[src/rtl/uart_transmit_pkg.sv]
// rtl/uart_transmit_pkg.sv - shared UART constants, FSM state encoding and sizing helper
package uart_transmit_pkg;

    localparam int   DEFAULT_CLKS_PER_BIT = 26;
    localparam int   DATA_BITS            = 8;
    localparam logic IDLE_LEVEL           = 1'b1;
    localparam logic START_LEVEL          = 1'b0;

    typedef enum logic [1:0] {
        ST_IDLE  = 2'd0,
        ST_START = 2'd1,
        ST_DATA  = 2'd2,
        ST_STOP  = 2'd3
    } tx_state_t;

    // A one-cycle bit period still needs a one-bit timer register.
    function automatic int timer_width(input int n);
        return (n > 1) ? $clog2(n) : 1;
    endfunction

endpackage

[src/rtl/uart_transmit_counter.sv]
// rtl/uart_transmit_counter.sv - modulo-N enable counter with wrap strobe, used as the bit timer
module uart_transmit_counter #(
    parameter int MODULO = 26,
    parameter int WIDTH  = 5
) (
    input  logic CLK,
    input  logic RST,
    input  logic CLR,
    input  logic EN,
    output logic WRAP
);

    localparam logic [WIDTH-1:0] LAST = WIDTH'(MODULO - 1);

    logic [WIDTH-1:0] count;

    assign WRAP = EN && (count == LAST);

    always_ff @(posedge CLK) begin
        if (RST || CLR) begin
            count <= '0;
        end else if (EN) begin
            count <= WRAP ? '0 : count + WIDTH'(1);
        end
    end

endmodule

[src/rtl/uart_tx_fifo.sv]
// rtl/uart_tx_fifo.sv - synchronous byte FIFO with first-word fall-through read port
module uart_tx_fifo #(
    parameter int FIFO_DEPTH = 4
) (
    input  logic       CLK,
    input  logic       RST,
    input  logic       WR,
    input  logic [7:0] DIN,
    input  logic       RD,
    output logic [7:0] DOUT,
    output logic       FULL,
    output logic       EMPTY
);

    localparam int             PW          = $clog2(FIFO_DEPTH);
    localparam logic [PW:0]    DEPTH_COUNT = (PW + 1)'(FIFO_DEPTH);

    logic [7:0]    mem [FIFO_DEPTH];
    logic [PW-1:0] wr_ptr;
    logic [PW-1:0] rd_ptr;
    logic [PW:0]   count;
    logic          push;
    logic          pop;

    assign FULL  = (count == DEPTH_COUNT);
    assign EMPTY = (count == '0);
    assign push  = WR && !FULL;
    assign pop   = RD && !EMPTY;
    assign DOUT  = mem[rd_ptr];

    always_ff @(posedge CLK) begin
        if (RST) begin
            wr_ptr <= '0;
            rd_ptr <= '0;
            count  <= '0;
        end else begin
            if (push) wr_ptr <= wr_ptr + PW'(1);
            if (pop)  rd_ptr <= rd_ptr + PW'(1);
            case ({push, pop})
                2'b10:   count <= count + (PW + 1)'(1);
                2'b01:   count <= count - (PW + 1)'(1);
                default: count <= count;
            endcase
        end
    end

    // Storage needs no reset; occupancy alone defines which entries are valid.
    always_ff @(posedge CLK) begin
        if (push) mem[wr_ptr] <= DIN;
    end

endmodule

[src/rtl/uart_transmit.sv]
// rtl/uart_transmit.sv - FIFO-buffered 8N1 serial transmitter with back-to-back framing
module uart_transmit
    import uart_transmit_pkg::*;
#(
    parameter int CLKS_PER_BIT = DEFAULT_CLKS_PER_BIT,
    parameter int FIFO_DEPTH   = 4
) (
    input  logic       CLK,
    input  logic       RST,
    input  logic [7:0] DATA,
    input  logic       WR,
    output logic       FULL,
    output logic       OVERRUN,
    output logic       BUSY,
    output logic       TXD
);

    localparam int TW = timer_width(CLKS_PER_BIT);

    tx_state_t  state;
    tx_state_t  state_next;
    logic [7:0] shift;
    logic [7:0] shift_next;
    logic [2:0] bit_idx;
    logic [2:0] bit_idx_next;
    logic       txd_next;
    logic       fifo_rd;
    logic       fifo_empty;
    logic [7:0] fifo_dout;
    logic       timer_en;
    logic       timer_wrap;

    uart_tx_fifo #(
        .FIFO_DEPTH (FIFO_DEPTH)
    ) u_fifo (
        .CLK   (CLK),
        .RST   (RST),
        .WR    (WR),
        .DIN   (DATA),
        .RD    (fifo_rd),
        .DOUT  (fifo_dout),
        .FULL  (FULL),
        .EMPTY (fifo_empty)
    );

    assign timer_en = (state != ST_IDLE);

    uart_transmit_counter #(
        .MODULO (CLKS_PER_BIT),
        .WIDTH  (TW)
    ) u_bit_timer (
        .CLK  (CLK),
        .RST  (RST),
        .CLR  (!timer_en),
        .EN   (timer_en),
        .WRAP (timer_wrap)
    );

    always_comb begin
        state_next   = state;
        shift_next   = shift;
        bit_idx_next = bit_idx;
        fifo_rd      = 1'b0;
        case (state)
            ST_IDLE: begin
                if (!fifo_empty) begin
                    fifo_rd      = 1'b1;
                    shift_next   = fifo_dout;
                    bit_idx_next = '0;
                    state_next   = ST_START;
                end
            end
            ST_START: begin
                if (timer_wrap) state_next = ST_DATA;
            end
            ST_DATA: begin
                if (timer_wrap) begin
                    if (bit_idx == 3'(DATA_BITS - 1)) begin
                        state_next = ST_STOP;
                    end else begin
                        shift_next   = {1'b0, shift[7:1]};
                        bit_idx_next = bit_idx + 3'd1;
                    end
                end
            end
            ST_STOP: begin
                // Chaining straight into the next start bit keeps bursts gap-free.
                if (timer_wrap) begin
                    if (!fifo_empty) begin
                        fifo_rd      = 1'b1;
                        shift_next   = fifo_dout;
                        bit_idx_next = '0;
                        state_next   = ST_START;
                    end else begin
                        state_next = ST_IDLE;
                    end
                end
            end
            default: state_next = ST_IDLE;
        endcase
    end

    // The line level is computed for the upcoming state so TXD comes straight off a flop.
    always_comb begin
        txd_next = IDLE_LEVEL;
        case (state_next)
            ST_START: txd_next = START_LEVEL;
            ST_DATA:  txd_next = shift_next[0];
            default:  txd_next = IDLE_LEVEL;
        endcase
    end

    always_ff @(posedge CLK) begin
        if (RST) begin
            state   <= ST_IDLE;
            shift   <= '0;
            bit_idx <= '0;
            TXD     <= IDLE_LEVEL;
            OVERRUN <= 1'b0;
        end else begin
            state   <= state_next;
            shift   <= shift_next;
            bit_idx <= bit_idx_next;
            TXD     <= txd_next;
            OVERRUN <= WR && FULL;
        end
    end

    assign BUSY = (state != ST_IDLE) || !fifo_empty;

endmodule

[config.mk]
export PLATFORM = sky130hd
export DESIGN_NAME = uart_transmit
export DESIGN_NICKNAME = d
export VERILOG_FILES = /design/src/rtl/uart_transmit_pkg.sv /design/src/rtl/uart_transmit_counter.sv /design/src/rtl/uart_tx_fifo.sv /design/src/rtl/uart_transmit.sv
export SDC_FILE = /design/constraint.sdc
export NUM_CORES = 1
export LEC_CHECK = 0
export ABC_AREA = 0
export CORE_ASPECT_RATIO = 1.2
export CORE_UTILIZATION = 42
export CTS_BUF_LIST = sky130_fd_sc_hd__clkbuf_8
export CTS_CLUSTER_DIAMETER = 50
export CTS_CLUSTER_SIZE = 24
export DETAILED_ROUTE_END_ITERATION = 8
export PLACE_DENSITY = 0.71
export SLEW_MARGIN = 25
export SYNTH_ARGS = -nofsm -noshare
export SYNTH_HDL_FRONTEND = slang
export SYNTH_SLANG_ARGS = --single-unit
[constraint.sdc]
create_clock -name CLK -period 2.5 [get_ports CLK]
set_clock_uncertainty 0.15 [all_clocks]
set_input_delay 0.25 -clock CLK [delete_from_list [all_inputs] [get_ports CLK]]
set_output_delay 0.25 -clock CLK [all_outputs]
set_load 0.005 [all_outputs]
==> results.py, run 1 <==
metrics = {
    "sta": {
        "worst_pin_slew_ns": 0.590,
        "timing.hold.ws_ns": 0.333,
        "fin_crit_ns": 2.45,
        "setup_ws_ns": 0.0521,
        "setup_viol": 0,
        "fin_crit_sh_pct": 97.9,
        "fmax_mhz": 409,
        "relSlewSlack_pct": 60.7,
        "hold_viol_final": 0,
        "rsz0062_at_grt": "true",
        "slew_viol_final": 0,
    },
    "yosys": {
        "yosys.area.top_type": "edfxtp_1",
        "synth-main-ff-cell": "edfxtp_1",
        "synth_edf_count": 32,
        "ys_warn_count": 0,
        "synth.net_count": 237,
        "ys_ff_latch": 61,
        "synthCells": 211,
        "synth_top_area_share_pct": 35.1,
        "syn-cell-area_mm2": 0.00274,
        "ys_top_cells_by_count": "edfxtp_1 (32), dfxtp_1 (29), nor2_1 (22)",
        "synth_cell_type_count": 44,
        "ys_seq_area_share_pct": 56.3,
        "synth.top_cells.by_area": "edfxtp_1 (35%), dfxtp_1 (21%), mux4_2 (6.6%)",
        "yosysMostFrequentCell": "edfxtp_1",
        "avgSynthCellArea_um2": 13.0,
        "async_flop_share_pct": 0,
    },
    "die": {
        "std_cell_rows": 31,
        "top_level_ports": 15,
        "core_area_mm2": 0.00617,
        "dieArea_mm2": 0.00684,
        "initial_utilization_pct": 44.4,
        "die_h_um": 90.4,
        "chipWidth_um": 75.7,
    },
    "job": {
        "max_cap_violations": 0,
    },
    "critical_path": {
        "crit_path_start_kind": "flop",
        "crit_family": "adder cells",
        "worstReg2RegEnd": "u_fifo.count[2]",
        "crit_path_max_incr_delay_ns": 0.34,
        "ff2ff_setup_slack_ns": 0.05,
        "crit_fanout": 3,
        "path_class": "flop to flop",
        "startpoint": "state[0]",
        "crit_buf_inv": 2,
        "cp.depth": 10,
        "cp-endpoint": "u_fifo.count[2]",
        "reg2reg_from": "state[0]",
        "endpoint_kind": "flop",
        "worstPathArrival_ns": 2.59,
        "cp_cell_sequence": "buf_4 -> ha_1 -> nor2_2 -> a2111oi_4 -> ha_2 -> inv_2 -> fa_2 -> xor2_1 -> or3_1 -> a21oi_2",
        "worst_ep_required_time_ns": 2.65,
        "cpMaxStageDelayCell": "dfxtp_1",
        "r2r_cells": 10,
    },
    "clock_network": {
        "clock-root-buffer": "clkbuf_8",
        "clk_latency_ns": 0.35,
        "path_clk_slew_ns": 0.07,
        "h-tree-depth": 3,
        "numCtsBuffers": 9,
        "tritoncts": "built",
        "clock_path_buffers": 2,
        "clock-sinks": 61,
    },
    "power_and_ir_drop": {
        "p_int_w": 0.00223,
        "p_comb_share_pct": 32.3,
        "p_seq_share_pct": 41.0,
        "pwr_density_cell_mw_per_mm2": 988,
        "p_leak_nw": 1.27,
        "clkPwrFrac_pct": 26.7,
        "vdd_drop_max_mv": 0.489,
        "p_sw_w": 0.00106,
        "switching_share_pct": 32.3,
    },
    "drt": {
        "vias_per_cell": 5.29,
        "drc": 0,
        "routedWlPerCell_um": 15.2,
        "dr.pass1.iters": 4,
        "drt-initial-drc-count": 112,
        "dr_total_vias": 1779,
        "drtAntennaViolNets": 0,
        "drt-total-wl_um": 5110,
    },
    "global_route": {
        "grt_use_total_pct": 17.1,
        "grt_max_degree": 14,
        "grt_overflow_total": 0,
        "antenna_found_initial": 0,
        "grt_pass1_vias": 1730,
        "grt_first_pass_wirelength_um": 8470,
    },
    "placement": {
        "globalplace.congestion": 0.862,
        "io_buffer_count": 14,
        "dp_hpwl_um": 3560,
        "dpl_worst_slack_ns": -0.0314,
        "place_inst": 318,
    },
    "final_layout": {
        "nets": 275,
        "layoutNonFillerInstCount": 336,
        "drive_gt1_share_pct": 24.4,
        "fillers": 509,
        "area_delta_synth_final_pct": 21.7,
        "diodes": 0,
    },
    "worst_hold_path": {
        "hold_path_depth": 2,
        "hold_path.class": "flop to flop",
    },
    "outcome": {
        "status": "completed",
    },
}
final cells by class:
| type | count | area [um2] | area share, % |
|---|---|---|---|
| Clock buffer | 9 | 124 | 3.72 |
| Multi-Input combinational cell | 131 | 1150 | 34.6 |
| Sequential cell | 61 | 1540 | 46.4 |
| Tap cell | 82 | 103 | 3.08 |
| Inverter | 13 | 48.8 | 1.47 |
| Clock inverter | 7 | 75.1 | 2.25 |
| Timing Repair Buffer | 33 | 283 | 8.49 |
worst register-to-register path: cells and delay by family, from the launching register on:
family / cells / cell delay, ns
adders and majority gates: 3 / 0.79
and+or+nand+nor: 2 / 0.39
DFF: 1 / 0.34
buffers and inverters: 2 / 0.16
xor gates and xnor gates: 1 / 0.15
AOI/OAI and AO/OA: 2 / 0.41
worst min-delay path by stage:
stage	start	to	slack (ns)
2_1_floorplan	DATA[0]	u_fifo.mem[0][0]	0.20
3_3_place_gp	shift[0]	shift[0]	0.32
3_5_place_dp	bit_idx[1]	bit_idx[1]	0.32
4_1_cts	bit_idx[1]	bit_idx[1]	0.34
5_1_grt	bit_idx[2]	bit_idx[2]	0.36
6_report	shift[0]	shift[0]	0.33
logic make-up (layout without fill, tap and decap cells):
logic type,after synthesis,in the layout,share of synthesized area [%]
AOI/OAI and AO/OA,38,38,10.8
xor gates and xnor gates,8,8,2.56
adders and majority gates,15,15,7.13
buffers and inverters,19,62,2.84
DFF,61,61,56.3
muxes,15,15,9.19
and+or+nand+nor,55,55,11.2
layer usage:
layer | vias to the layer above | GRT usage (%) | wire length [um]
li1 | 855 | - | -
met1 | 867 | 20.9 | 2200
met2 | 43 | 27.5 | 2620
met3 | 14 | 5.69 | 157
met4 | 0 | 6.94 | 128
met5 | - | 0 | 0
registers in the layout, summed over array words and instances, names as in the netlist, named ones only:
register,flops
u_fifo.mem,32
shift,8
u_bit_timer.count,5
bit_idx,3
u_fifo.count,3
state,2
u_fifo.rd_ptr,2
u_fifo.wr_ptr,2
OVERRUN,1
TXD,1
through the flow:
step	util [%]	cell area (um2)	TNS [ns]	total power [W]
5_1_grt	54.0	3330	-0.0579	0.00350
2_1_floorplan	-	2750	-0.0309	0.00207
3_3_place_gp	50.1	3090	0	0.00236
4_1_cts	53.4	3300	0	0.00328
3_5_place_dp	50.1	3090	-0.0314	0.00239
6_report	54.0	3330	0	0.00329
cell usage in the layout (no fill, tap or decap), types with 5 or more instances in the layout:
cell type        Yosys  layout
nor2_1              22      21
o21ai_0              8       8
edfxtp_1            32      32
ha_1                14      11
mux4_2               8       8
mux2i_1              6       6
clkbuf_8             0       9
clkdlybuf4s50_1      0      14
a21oi_1              7       6
buf_4                1      19
xor2_1               5       5
dfxtp_1             29      27
a22o_1               8       8
and3_1               6       6
inv_1               13      11
nand2_1             11      11
timing repair:
item	CTS	global route
hold buffers	0	0
endpoints found under the hold margin	0	0
resized for setup	1	6
setup buffers	1	1
setup endpoints to repair	1	1
pin swaps	2	3
power groups by stage:
stage / Sequential (W) / Clock, W / Combinational, W
2_1_floorplan: 0.00133 / 0 / 0.000747
3_3_place_gp: 0.00136 / 0 / 0.000998
3_5_place_dp: 0.00137 / 0 / 0.00102
4_1_cts: 0.00135 / 0.000898 / 0.00104
5_1_grt: 0.00137 / 0.000948 / 0.00118
6_report: 0.00135 / 0.000880 / 0.00106
(Power assumes the default switching activity.)
==> inputs of run 2 (changes only) <==
- CAP_MARGIN: unset -> 20
- CORE_UTILIZATION: 42 -> 50
- PLACE_DENSITY: 0.71 -> 0.8
==> results.py, run 2 (same netlist as run 1, synthesis figures left out) <==
metrics = {
    "global_route": {
        "grt_max_degree": 16,
        "busiest_layer": "met2",
        "grt_util_met1_pct": 21.2,
        "grt_first_pass_wirelength_um": 8080,
        "grt_pass1_vias": 1826,
        "use_met2_pct": 30.5,
        "antenna_found_initial": 0,
        "grt_use_total_pct": 18.0,
        "grt_util_met3_pct": 4.73,
        "grt_overflow_total": 0,
    },
    "critical_path": {
        "crit_path_start_kind": "flop",
        "worstPathArrival_ns": 2.64,
        "endpoint_kind": "flop",
        "cpMaxStageDelayCell": "a2111oi_4",
        "crit_top_cell": "inv_2",
        "worstReg2RegEnd": "u_fifo.count[2]",
        "crit_buf_inv": 2,
        "r2r_cells": 10,
        "cp_cell_sequence": "inv_2 -> ha_4 -> nand4b_4 -> a2111oi_4 -> ha_2 -> inv_2 -> fa_2 -> xor2_1 -> or3_1 -> a21oi_2",
        "path_class": "flop to flop",
        "worst_ep_required_time_ns": 2.62,
        "ff2ff_setup_slack_ns": -0.02,
        "reg2reg_from": "u_bit_timer.count[1]",
        "crit_path_max_incr_delay_ns": 0.42,
        "crit_fanout": 2,
        "crit_family": "adder cells",
    },
    "clock_network": {
        "clock-root-buffer": "clkbuf_8",
        "numCtsBuffers": 9,
        "clk_latency_ns": 0.33,
        "h-tree-depth": 3,
        "tritoncts": "built",
        "path_clk_slew_ns": 0.07,
        "clock-sinks": 61,
        "clock_path_buffers": 2,
    },
    "final_layout": {
        "regMostFlops": "u_fifo.mem",
        "final_cell_mix": "edfxtp_1 (32), dfxtp_1 (27), nor2_1 (22)",
        "drive_gt1_share_pct": 24.4,
        "nets": 275,
        "final_common_cell": "edfxtp_1",
        "reg_top3": "u_fifo.mem (32), shift (8), u_bit_timer.count (5)",
        "diodes": 0,
        "fillers": 366,
        "layoutNonFillerInstCount": 316,
        "area_delta_synth_final_pct": 19.9,
        "largest_reg_flops": 32,
    },
    "die": {
        "die_h_um": 83.0,
        "core_area_mm2": 0.00526,
        "initial_utilization_pct": 52.0,
        "top_level_ports": 15,
        "chipWidth_um": 69.5,
        "std_cell_rows": 29,
        "dieArea_mm2": 0.00577,
    },
    "placement": {
        "globalplace.congestion": 0.797,
        "dp_hpwl_um": 3380,
        "io_buffer_count": 14,
        "place_inst": 297,
    },
    "drt": {
        "dr.pass1.iters": 4,
        "dr_total_vias": 1738,
        "drtAntennaViolNets": 0,
        "drt-initial-drc-count": 37,
        "drc": 0,
        "drt-total-wl_um": 4700,
        "vias_per_cell": 5.50,
        "routedWlPerCell_um": 14.9,
    },
    "power_and_ir_drop": {
        "vdd_drop_max_mv": 0.573,
        "p_leak_nw": 1.27,
        "pwr_density_cell_mw_per_mm2": 967,
    },
    "sta": {
        "tns_ns": -0.0217,
        "fin_crit_ns": 2.52,
        "rsz0062_at_grt": "true",
        "setup_viol": 1,
        "fin_crit_sh_pct": 101,
        "relSlewSlack_pct": 61.5,
        "setup_ws_ns": -0.0217,
        "fmax_mhz": 397,
        "hold_viol_final": 0,
        "worst_pin_slew_ns": 0.578,
        "slew_viol_final": 0,
    },
    "worst_hold_path": {
        "hold_path_depth": 1,
        "hold_path.class": "flop to flop",
        "holdPathEnd": "u_bit_timer.count[0]",
        "hold_start": "u_bit_timer.count[0]",
    },
    "job": {
        "max_cap_violations": 0,
    },
    "outcome": {
        "status": "complete, but fails checks",
        "violations": "setup timing",
    },
}
-- run 2: cell types whose count changed in the layout (fill, tap and decap cells not counted) --
| cell | before | now |
|---|---|---|
| dfxtp_4 | 0 | 1 |
| bufinv_16 | 1 | 0 |
| inv_6 | 1 | 2 |
| clkinvlp_4 | 2 | 0 |
| nor2_2 | 1 | 0 |
| clkinv_2 | 0 | 3 |
| clkinv_1 | 1 | 0 |
| dfxtp_2 | 2 | 1 |
| nor2_1 | 21 | 22 |
-- run 2: layer usage --
metal | wire length [um] | share of wire [%] | up-vias
met3 | 145 | 3.1 | 10
li1 | - | - | 862
met4 | 82 | 1.7 | 0
met5 | 0 | 0 | -
met2 | 2350 | 50 | 27
met1 | 2120 | 45 | 839
-- run 2: power breakdown --
| part | switching (W) | internal [W] | leakage (nW) |
|---|---|---|---|
| clock | 0.000399 | 0.000364 | 0.0937 |
| sequential | 0.000111 | 0.00124 | 0.531 |
| combinational | 0.000526 | 0.000538 | 0.643 |
-- run 2: worst max path at each step --
stage	from	endpoint	slack (ns)	cells past startpoint
4_1_cts	u_bit_timer.count[1]	u_fifo.count[2]	0.007	10
3_3_place_gp	u_bit_timer.count[1]	u_fifo.count[2]	0.05	10
6_report	u_bit_timer.count[1]	u_fifo.count[2]	-0.02	10
5_1_grt	u_bit_timer.count[1]	u_fifo.count[2]	-0.15	10
2_1_floorplan	u_bit_timer.count[1]	u_fifo.count[2]	-0.03	10
3_5_place_dp	u_bit_timer.count[1]	u_fifo.count[2]	-0.06	10
-- run 2: final cells by class --
cell class                      count  area [um2]  share of cell area [%]
Tap cell                           62        77.6                    2.36
Inverter                           13        48.8                    1.49
Multi-Input combinational cell    131        1150                    35.1
Sequential cell                    61        1550                    47.1
Timing Repair Buffer               33         283                    8.62
Clock buffer                        9         124                    3.78
Clock inverter                      7        50.0                    1.53
-- run 2: through the flow --
| stage | total power (W) | instance area (um2) | utilization [%] | setup WS [ns] | hold slack (ns) |
|---|---|---|---|---|---|
| after global routing | 0.00336 | 3280 | 62.4 | -0.150 | 0.321 |
| after CTS | 0.00316 | 3260 | 61.9 | 0.00700 | 0.294 |
| after floorplan | 0.00207 | 2750 | - | -0.0309 | 0.199 |
| final | 0.00317 | 3280 | 62.4 | -0.0217 | 0.306 |
| after detailed placement | 0.00237 | 3050 | 58.0 | -0.0607 | 0.283 |
| after global placement | 0.00234 | 3050 | 58.0 | 0.0549 | 0.269 |
-- run 2: repair_timing --
item | in CTS | in global routing
pin swaps | 2 | 2
resized for setup | 2 | 5
hold buffers | 0 | 0
buffers inserted | 2 | 1
setup endpoints to repair | 1 | 1
==> inputs of run 3 (changes only) <==
- CAP_MARGIN: 20 -> unset
==> results of run 3 <==
No change in the layout: final DEF, timing and power equal those of run 2.
==> variant 1: new RTL, flow settings as in run 1 <==
`FIFO_DEPTH` is set to 4 in 2 places; all go to 2.
--- a/src/rtl/uart_tx_fifo.sv
+++ b/src/rtl/uart_tx_fifo.sv
@@ -1,6 +1,6 @@
 // rtl/uart_tx_fifo.sv - synchronous byte FIFO with first-word fall-through read port
 module uart_tx_fifo #(
-    parameter int FIFO_DEPTH = 4
+    parameter int FIFO_DEPTH = 2
 ) (
     input  logic       CLK,
     input  logic       RST,
--- a/src/rtl/uart_transmit.sv
+++ b/src/rtl/uart_transmit.sv
@@ -3,7 +3,7 @@
     import uart_transmit_pkg::*;
 #(
     parameter int CLKS_PER_BIT = DEFAULT_CLKS_PER_BIT,
-    parameter int FIFO_DEPTH   = 4
+    parameter int FIFO_DEPTH   = 2
 ) (
     input  logic       CLK,
     input  logic       RST,
Behaviour: not the same (a bounded check fails within 4 cycles, from zero or initial values and one cycle with RST high).
==> variant 1 against run 1 <==
Power shrank 35%; final area down 32%; area after synthesis is 30% lower; global-route usage shrank 2.0 points; critical endpoint is now u_fifo.count[1]; routed wire length fell by 37%; critical path type unchanged; combinational power fell by 45%; sequential cell count fell by 20; setup slack gained 0.14 ns; die area decreased by 29%; highest routed layer unchanged.
==> variant 1: results (changes against run 1) <==
| Metric | Value |
|---|---|
| Worst VDD drop | `0.574 mV (+17%)` |
| Crit path DAT | `2.39 ns (-0.20 ns)` |
| DP HPWL | `2310 µm (-35%)` |
| GPL Wtd Cong | `0.838 (-2.8%)` |
| Post-synth EDFFs | `16 (-50%)` |
| Cell variety after synth | `42 (-4.5%)` |
| Placed Cells | `245 (-23%)` |
| Synthesized Nets | `197 (-17%)` |
| DRT met1 WL | `1500 µm (-32%)` |
| Outcome | `finished clean` |
| H-tree levels | `2 (-1)` |
| Dominant cells by area after synthesis | `dfxtp_1 (26%), edfxtp_1 (25%), ha_1 (6.5%)` |
| Grt met2 use | `0.249 (-0.0256)` |
| Syn avg cell area | `10.9 µm² (-16%)` |
| Global-route wire length before repair | `5690 µm (-33%)` |
| GR Util met1 | `0.184 (-0.0243)` |
| Biggest regs | `u_fifo.mem (16), shift (8), u_bit_timer.count (5)` |
| Hold slack | `0.324 ns (-0.00918 ns)` |
| Cts bufs inserted | `5 (-4)` |
| Worst-margin pin slew | `0.490 ns (-0.100 ns)` |
| Reg2Reg Setup Slack | `0.19 ns (+0.14 ns)` |
| DR WL met3 | `112 µm (-29%)` |
| Layout cells sized above 1 | `0.122 (-0.122)` |
| Register area share after synthesis | `0.512 (-0.0516)` |
| Critical path fanouts, max | `12 (+9)` |
| GR Layer Usage met3 | `0.0419 (-0.0150)` |
| Largest net degree at the start of global routing | `16 (+2)` |
| Via/cell ratio | `5.25 (-0.94%)` |
| Filler cells | `385 (-24%)` |
| Cell-internal power | `1.49 mW (-33%)` |
| Total track usage | `0.151 (-0.0201)` |
## variant 1: cell types whose count changed in the layout (fill, tap and decap cells not counted), sizes merged, moves of 4 or more
cell and change:
ha -4, buf -14, mux4 -8, dfxtp -4
edfxtp -16, clkbuf -4, a21oi +4, and3 -6
inv -7
## variant 1: area by class of cell
cell class,count,share of cell area
flip-flops and latches,41,0.431
multi-input cells,123,0.390
clock buffers,5,0.0302
clock inverters,3,0.0302
well taps,56,0.0308
inverters,6,0.00990
repair buffers,19,0.0781
## variant 1: logic make-up after synthesis
logic type / after synthesis / synth area share
XOR/XNOR: 7 / 0.0320
AND/OR/NAND/NOR: 57 / 0.172
multiplexers: 9 / 0.0496
adder cells (fa/ha/maj): 10 / 0.0653
AO/OA/AOI/OAI: 40 / 0.144
buffers and inverters: 12 / 0.0255
flip-flops: 41 / 0.512
## variant 1: final timing paths
kind,startpoint,to,cells past startpoint
setup / recovery,state[0],u_fifo.count[1],7
hold / removal,u_bit_timer.count[0],u_bit_timer.count[0],1
setup reg to reg,state[0],u_fifo.count[1],7
hold reg to reg,u_bit_timer.count[0],u_bit_timer.count[0],1
## variant 1: power by group through the flow
stage,sequential [mW],clock [mW],combinational (mW)
2_1_floorplan,0.896,0,0.444
3_3_place_gp,0.925,0,0.581
3_5_place_dp,0.927,0,0.582
4_1_cts,0.914,0.660,0.586
5_1_grt,0.934,0.682,0.663
6_report,0.914,0.641,0.581
## variant 1: per-stage QoR
step	total power, mW	setup WS, ns	cell area, µm²
CTS	2.16	0.197	2280
floorplan	1.34	0.211	1920
detailed placement	1.51	0.252	2140
global placement	1.51	0.305	2140
finish	2.14	0.190	2280
global route	2.28	0.0620	2280
==> variant 2: new RTL, config.mk and constraints of run 1 <==
Made on the original files. Reset style: asynchronous (`RST`), changed in 2 clocked blocks. Comments in the files are not updated.
--- a/src/rtl/uart_tx_fifo.sv
+++ b/src/rtl/uart_tx_fifo.sv
@@ -28,7 +28,7 @@
     assign pop   = RD && !EMPTY;
     assign DOUT  = mem[rd_ptr];
 
-    always_ff @(posedge CLK) begin
+    always_ff @(posedge CLK or posedge RST) begin
         if (RST) begin
             wr_ptr <= '0;
             rd_ptr <= '0;
--- a/src/rtl/uart_transmit.sv
+++ b/src/rtl/uart_transmit.sv
@@ -110,7 +110,7 @@
         endcase
     end
 
-    always_ff @(posedge CLK) begin
+    always_ff @(posedge CLK or posedge RST) begin
         if (RST) begin
             state   <= ST_IDLE;
             shift   <= '0;
Check against the original RTL: differs if RST is asserted again (counterexample within 4 cycles, from zero or initial values and one cycle with RST high); with RST held inactive, the same outputs for 10 cycles.
==> variant 2 against run 1 <==
Sequential share of layout area grew 4.6 points; global-route usage is 0.99 points lower; area after synthesis decreased by 1.4%; routed wire length down 12%; final area decreased by 4.8%; largest cell class unchanged; die area down 1.4%; sequential cell count decreased by 2; critical endpoint is now u_fifo.count[2]; setup slack better by 0.13 ns; highest routed layer unchanged; hold slack lost 0.20 ns; critical path type unchanged.
Power is not compared: it rests on default switching activity, and its combinational part moved more than twofold at a synthesized area within 25%.
==> variant 2: results (changes against run 1) <==
| Metric | Value |
|---|---|
| Crit path max-delay family | `adder cells` |
| Clock buf count | `9 (unchanged)` |
| H-tree levels | `3 (unchanged)` |
| Non-clock buffers | `22 (-33%)` |
| DR iter-0 viols | `83 (-26%)` |
| 1st-pass router iterations | `4 (unchanged)` |
| Worst-margin pin slew | `0.499 ns (-0.0913 ns)` |
| Xor and xnor area share after synthesis | `0.0292 (+0.00361)` |
| Type of the most critical hold path | `in -> async` |
| Clk slew on worst S/H paths | `0.07 ns (about the same)` |
| Filler cells | `564 (+11%)` |
| Crit path DAT | `2.44 ns (-0.15 ns)` |
| Slowest CP cell | `fa_2` |
| Total track usage | `0.162 (-0.00992)` |
| Multi-In Gates | `113 (-14%)` |
| Dominant cells by area after synthesis | `edfxtp_1 (36%), dfrtp_1 (19%), mux4_1 (6.8%)` |
| Grt met2 use | `0.250 (-0.0246)` |
| Via/cell ratio | `5.07 (-4.3%)` |
| Cell variety after synth | `41 (-6.8%)` |
| GPL Wtd Cong | `0.762 (-12%)` |
| Adder-Cell Fraction of Synth Area | `0.0677 (-0.00361)` |
| Worst VDD drop | `a little under 0.5 mV` |
| Most frequent cells after synthesis | `edfxtp_1 (32), dfrtp_1 (21), inv_1 (15)` |
| Largest net degree at the start of global routing | `23 (+9)` |
| Post-route cell area | `0.00317 mm² (-4.8%)` |
| Inverters excl. clock | `15 (+2)` |
| DR WL met3 | `187 µm (+19%)` |
| Compound-cell area share of the yosys netlist | `0.0840 (-0.0240)` |
| Leakage | `1.26 nW` |
| Synth Instances | `192 (-9.0%)` |
| Outcome | `finished clean` |
| Post-synthesis mux area share | `0.0877 (-0.00424)` |
| Layout cells sized above 1 | `0.151 (-0.0930)` |
| Synthesized Nets | `217 (-8.4%)` |
| Ys async rst share | `0.373 (+0.373)` |
| CTS sink count | `59 (-3.3%)` |
| GR Layer Usage met3 | `0.0661 (+0.00922)` |
| NumNets Final | `245 (-11%)` |
| Dpl ws | `0.0862 ns (+0.118 ns)` |
| Register area | `0.00162 mm² (+4.6%)` |
| Register area share after synthesis | `0.598 (+0.0345)` |
| ANT cells | `0 (unchanged)` |
| P_comb | `0.486 mW` |
| Global-route wire length before repair | `7820 µm (-7.6%)` |
| GR Util met1 | `0.196 (-0.0129)` |
| Fraction of area in multi-input gates | `0.314 (-0.0320)` |
| Critical path fanouts, max | `3 (unchanged)` |
| DR WL met2 | `2240 µm (-15%)` |
| Area post-placement | `0.00295 mm² (-4.5%)` |
| Vias | `1,556 (-13%)` |
| DRT met1 WL | `1990 µm (-9.8%)` |
| Clk tree area frac | `0.0631 (+0.00339)` |
| DR WL/cell | `14.7 µm (-3.6%)` |
| Crit-path max cell delay | `0.40 ns (+0.06 ns)` |
| DP HPWL | `3020 µm (-15%)` |
| Non-clock buffering overhead | `0.0631 (-0.0218)` |
| Placed Cells | `290 (-8.8%)` |
## variant 2: cell count changes in the layout (fill, tap and decap cells not counted), sizes merged, moves of 3 or more
cell   before  now
dfxtp      29    5
dfrtp       0   21
buf        19    8
nor2       22   12
a22o        8    1
nor2b       1    7
a221o       0    5
a21oi       7    3
mux2i       6    3
## variant 2: final timing paths
check,startpoint,cells after the start,endpoint,slack [ns]
setup / recovery,u_bit_timer.count[1],11,u_fifo.count[2],0.18
hold / removal,RST,3,bit_idx[1],0.13
setup reg to reg,u_bit_timer.count[1],11,u_fifo.count[2],0.18
hold reg to reg,u_bit_timer.count[0],1,u_bit_timer.count[0],0.29
max in group asynchronous,RST,3,TXD,1.79
min in group CLK,u_bit_timer.count[0],1,u_bit_timer.count[0],0.29
## variant 2: what timing repair did
action / 4_1_cts / 5_1_grt
hold buffers: 0 / 0
endpoints found under the setup margin: 0 / 1
gates resized for setup: 0 / 6
endpoints found under the hold margin: 0 / 0
buffers inserted: 0 / 1
